--- src/rtl/ram_arb_pkg.sv ---
// Shared types and defaults for the two-port RAM arbiter.
// Requester ids, the command record and the default bus widths.
package ram_arb_pkg;

  localparam int DEF_ADDR_W = 4;
  localparam int DEF_DATA_W = 8;

  typedef logic req_id_t;
  localparam req_id_t REQ0 = 1'b0;
  localparam req_id_t REQ1 = 1'b1;

  typedef struct packed {
    logic                  we;
    logic [DEF_ADDR_W-1:0] addr;
    logic [DEF_DATA_W-1:0] wdata;
  } cmd_t;

  function automatic cmd_t make_cmd(input logic we,
                                    input logic [DEF_ADDR_W-1:0] addr,
                                    input logic [DEF_DATA_W-1:0] wdata);
    cmd_t c;
    c.we    = we;
    c.addr  = addr;
    c.wdata = wdata;
    return c;
  endfunction

endpackage

--- src/rtl/rr_arb2.sv ---
// Two-way round-robin picker: on a tie the requester that did not win last time wins.
// Purely combinational; the last-winner register lives in the caller.
module rr_arb2
  import ram_arb_pkg::*;
(
  input  logic [1:0] eligible,
  input  logic       last_gnt,
  output logic [1:0] grant,
  output logic       winner
);

  always_comb begin
    grant  = 2'b00;
    winner = REQ0;
    case (eligible)
      2'b01: begin
        grant  = 2'b01;
        winner = REQ0;
      end
      2'b10: begin
        grant  = 2'b10;
        winner = REQ1;
      end
      2'b11: begin
        if (last_gnt == REQ1) begin
          grant  = 2'b01;
          winner = REQ0;
        end else begin
          grant  = 2'b10;
          winner = REQ1;
        end
      end
      default: begin
        grant  = 2'b00;
        winner = REQ0;
      end
    endcase
  end

endmodule

--- src/rtl/ram_arbiter_2p.sv ---
// Shares one synchronous 1-cycle-latency RAM between two requesters with round-robin
// arbitration, a registered command bus and a one-stage read tag for data steering.
module ram_arbiter_2p
  import ram_arb_pkg::*;
#(
  parameter int ADDR_W = DEF_ADDR_W,
  parameter int DATA_W = DEF_DATA_W
) (
  input  logic              clk,
  input  logic              rst_n,
  input  logic              req0,
  input  logic              we0,
  input  logic [ADDR_W-1:0] addr0,
  input  logic [DATA_W-1:0] wdata0,
  output logic              gnt0,
  output logic              rvalid0,
  input  logic              req1,
  input  logic              we1,
  input  logic [ADDR_W-1:0] addr1,
  input  logic [DATA_W-1:0] wdata1,
  output logic              gnt1,
  output logic              rvalid1,
  output logic [DATA_W-1:0] rdata,
  output logic              ram_we,
  output logic              ram_re,
  output logic [ADDR_W-1:0] ram_addr,
  output logic [DATA_W-1:0] ram_din,
  input  logic [DATA_W-1:0] ram_dout
);

  logic [1:0] eligible_p0;
  logic [1:0] grant_p0;
  logic       winner_p0;
  logic       issue_p0;
  logic       last_gnt;
  cmd_t       cmd_p0;

  logic       tag_vld_p1;
  req_id_t    tag_id_p1;

  // Stage p0: pick a winner; a requester whose grant is currently visible is masked
  assign eligible_p0 = {req1 & ~gnt1, req0 & ~gnt0};
  assign issue_p0    = |grant_p0;

  rr_arb2 u_rr (
    .eligible (eligible_p0),
    .last_gnt (last_gnt),
    .grant    (grant_p0),
    .winner   (winner_p0)
  );

  always_comb begin
    if (winner_p0 == REQ1) cmd_p0 = make_cmd(we1, addr1, wdata1);
    else                   cmd_p0 = make_cmd(we0, addr0, wdata0);
  end

  // Stage p1: command on the RAM bus, tag of an issued read; p2: tag becomes rvalid
  always_ff @(posedge clk) begin
    if (!rst_n) begin
      gnt0       <= 1'b0;
      gnt1       <= 1'b0;
      ram_we     <= 1'b0;
      ram_re     <= 1'b0;
      ram_addr   <= '0;
      ram_din    <= '0;
      last_gnt   <= REQ1;
      tag_vld_p1 <= 1'b0;
      tag_id_p1  <= REQ0;
      rvalid0    <= 1'b0;
      rvalid1    <= 1'b0;
    end else begin
      gnt0       <= grant_p0[0];
      gnt1       <= grant_p0[1];
      ram_we     <= issue_p0 & cmd_p0.we;
      ram_re     <= issue_p0 & ~cmd_p0.we;
      if (issue_p0) begin
        ram_addr <= cmd_p0.addr;
        last_gnt <= winner_p0;
        if (cmd_p0.we) ram_din <= cmd_p0.wdata;
      end
      tag_vld_p1 <= issue_p0 & ~cmd_p0.we;
      tag_id_p1  <= winner_p0;
      rvalid0    <= tag_vld_p1 & (tag_id_p1 == REQ0);
      rvalid1    <= tag_vld_p1 & (tag_id_p1 == REQ1);
    end
  end

  assign rdata = ram_dout;

endmodule

--- config.mk ---
export PLATFORM = sky130hd
export DESIGN_NAME = ram_arbiter_2p
export DESIGN_NICKNAME = d
export VERILOG_FILES = /design/src/rtl/ram_arb_pkg.sv /design/src/rtl/rr_arb2.sv /design/src/rtl/ram_arbiter_2p.sv
export SDC_FILE = /design/constraint.sdc
export NUM_CORES = 1
export LEC_CHECK = 0
export ABC_AREA = 1
export CORE_MARGIN = 2
export CORE_UTILIZATION = 38
export DETAILED_ROUTE_END_ITERATION = 10
export GPL_TIMING_DRIVEN = 0
export PLACE_DENSITY = 0.94
export SYNTH_ARGS = -nofsm -noshare
export SYNTH_HDL_FRONTEND = slang
export SYNTH_SLANG_ARGS = --single-unit
--- constraint.sdc ---
create_clock -name clk -period 2.5 [get_ports clk]
set_clock_uncertainty 0.2 [all_clocks]
set_input_delay 0.5 -clock clk [delete_from_list [all_inputs] [get_ports clk]]
set_output_delay 0.5 -clock clk [all_outputs]
set_load 0.1 [all_outputs]
==> results.md <==
- Number of max-cap violations: 0
- Placed cell count: 231
- Mapped Area: 986 um^2
- Synth Instances: 146
- Via Count: 1000
- Largest area contributor in the netlist: dfxtp_1
- Share of layout cells above drive strength 1: 12.2%
- Post-Synth XOR/XNOR Area: 0%
- Clk root buf: clkbuf_4
- Synth top area cells: dfxtp_1, nand2_1, nor2_1
- Endpoints failing hold: 0
- Tcrit/Tclk final: 97.5%
- N_diodes: 0
- Largest family of logic cells by synthesized area: simple AND/OR/NAND/NOR gates
- Die Wd: 54.9 um
- Iteration-0 DRC Markers: 11
- PwrDens: 661 nW/um^2
- Slowest-stage cell, CP: clkdlybuf4s50_1
- Synth Area in Compound Gates: 5.33%
- Yosys top cell area share: 40.6%
- Post-CTS Setup Inserts: 0
- Cts hold-fix bufs: 0
- Final instance area: 1650 um^2
- GRT Overall Usage: 16.7%
- Drt pass-1 iters: 4
- Total wire length: 2.34 mm
- H-tree Lvls: 1
- Setup CP Type: flop to primary output
- Die area: 3020 um^2
- Post-DR vias/cell: 4.26
- P_leak: 0.964 nW
- Post-synthesis mux area share: 0%
- Post-synthesis simple-gate area fraction: 38.6%
- YS warnings: 0
- Crit path required time: 1800 ps
- CP Max Fanout: 1
- Maximum clock frequency: 410 MHz
- Worst-skew pair later-pin latency: 290 ps
- Power share of the clock group: 23.9%
- Psw: 445 uW
- Clock period minus worst slack: 2440 ps
- Internal cell power: 644 uW
- Worst hold slack: 219 ps
- Area of the core: 2480 um^2
- Switch share: 40.9%
- Fin nets: 244
- Antenna viol nets, final: 0
- Cell family with the largest share of critical-path delay: buffers and inverters
- Rel. slew slack: 34.9%
- CP Capture Type: primary output
- CTS Buf Count: 3
- Ports: 64
- Area growth syn-to-layout: 67.0%
- RSZ-0062 raised after global routing: false
- Final core occ: 66.5%
- Synth cell types: 20
- Clock Sinks: 20
- Critical path's largest stage delay: 1120 ps
- # DRC: 0
- Wire per inst: 9.96 um
- DP Area: 1570 um^2
- Site Rows: 18
- Adder-cell area share of the yosys netlist: 0%
- Startpoint Class: flop
- Initial cell density of the core: 39.8%
- WP data arrival: 1740 ps
- Final Setup Violations: 0
- Reg clk slew, reported paths: 110 ps
- CP Cell Sequence: clkdlybuf4s50_1
- Peak VDD IR: 416 uV
- Setup_tns: 0 ps
- Power share of the combinational group: 42.9%
- Hold/Removal Path Class: flop to flop
- First-pass GRT wire length: 3.56 mm
- Outcome: complete, no violations
- Gr ovfl total: 0
- Largest net degree at the start of global routing: 13
- Port bufs: 55
- Clk buf depth: 2
- Vias in the first global route: 853
- DP HPWL: 1.78 mm
- CTS tree: built
- Post-route insts no fill: 235
- Worst slew pin tran: 974 ps
- Routability cong.: 0.664
- WP buf/inv: 1
- Seq/Total Area, Yosys: 40.6%
- Sequential Power Share: 33.2%
- Avg Cell Area, Syn: 6.75 um^2
- Register bit count reported by yosys: 20
- Initial antenna violation count: 0
- Syn_nets: 184
- Die height: 54.9 um
- Final Max Slew Viols: 0
-- kinds of logic after synthesis --
group / after synthesis
buffers and inverters: 29
AOI/OAI and AO/OA: 10
DFF: 20
and+or+nand+nor: 87
-- layout make-up --
cell class,instances,area [um^2]
fill,225,831
timing repair buffer,55,571
multi-input combinational,97,433
sequential,20,400
buffer,12,88.8
inverter,17,63.8
tap,30,37.5
clock inverter,1,30.0
clock buffer,3,22.5
-- cell usage after synthesis, drive strengths merged --
| cell | instances |
|---|---|
| a211oi | 1 |
| a21oi | 4 |
| buf | 12 |
| clkinv | 1 |
| dfxtp | 20 |
| inv | 16 |
| nand2 | 60 |
| nand3 | 4 |
| nor2 | 23 |
| o21ai | 5 |
-- state kept, by name (all words and copies together) (netlist names) --
register and flops:
gnt0 1, gnt1 1, last_gnt 1, ram_addr 4
ram_din 8, ram_we 1, rvalid0 1, rvalid1 1
tag_id_p1 1, tag_vld_p1 1
-- worst paths after layout --
kind	from	end	slack [ps]	cells past startpoint
min reg2reg	tag_id_p1	rvalid0	220	1
max	rvalid0	rvalid0	60	1
max reg2reg	gnt1	ram_din[7]	1010	7
min	tag_id_p1	rvalid0	220	1
-- through the flow --
stage,power (mW),setup slack (ps)
2_1_floorplan,0.718,410
3_3_place_gp,0.841,108
3_5_place_dp,0.846,96.3
4_1_cts,1.10,2.08
5_1_grt,1.14,4.10
6_report,1.09,63.6
-- power by group through the flow --
stage	logic (mW)	registers (mW)	clock network, mW
finish	0.467	0.361	0.260
CTS	0.472	0.362	0.266
floorplan	0.163	0.554	0
global route	0.496	0.365	0.283
global placement	0.473	0.369	0
detailed placement	0.476	0.370	0
-- worst reg2reg max path, cell delays in order, from the launching register on --
cell	delay [ps]
dfxtp_1	390
nor2_8	180
nand2_4	80
nand2_2	90
nand3_4	120
buf_6	170
nor2_1	110
nor2_2	50
-- repair_timing --
action | 4_1_cts | 5_1_grt
cloned | 0 | 0
resized for setup | 6 | 11
endpoints found under the setup margin | 6 | 11
pin swaps | 0 | 0
-- cell usage in the layout, fill, tap and decap left out --
cell              n
nand3_2           1
bufinv_16         1
a21oi_1           4
clkinv_1          1
inv_1            14
dlygate4sd2_1     6
dlymetal6s2s_1   11
nand2_2           2
o21ai_1           3
a211oi_1          1
nor2_1           21
clkbuf_4          3
inv_2             2
buf_2             2
nor2_8            1
nand2_4           1
o21ai_0           2
nand2_1          57
dfxtp_1          20
nor2_2            1
buf_4             9
nand3_4           1
buf_6             1
nand3_1           2
clkdlybuf4s50_1  38
-- layer usage --
layer / up-vias / wire length (um) / track usage, %
met5: - / 0 / 0
met4: 0 / 0 / 4.88
met3: 0 / 215 / 5.11
met2: 35 / 1170 / 31.2
met1: 419 / 958 / 17.9
li1: 546 / - / -
No activity file was read; power rests on OpenSTA's default activity.
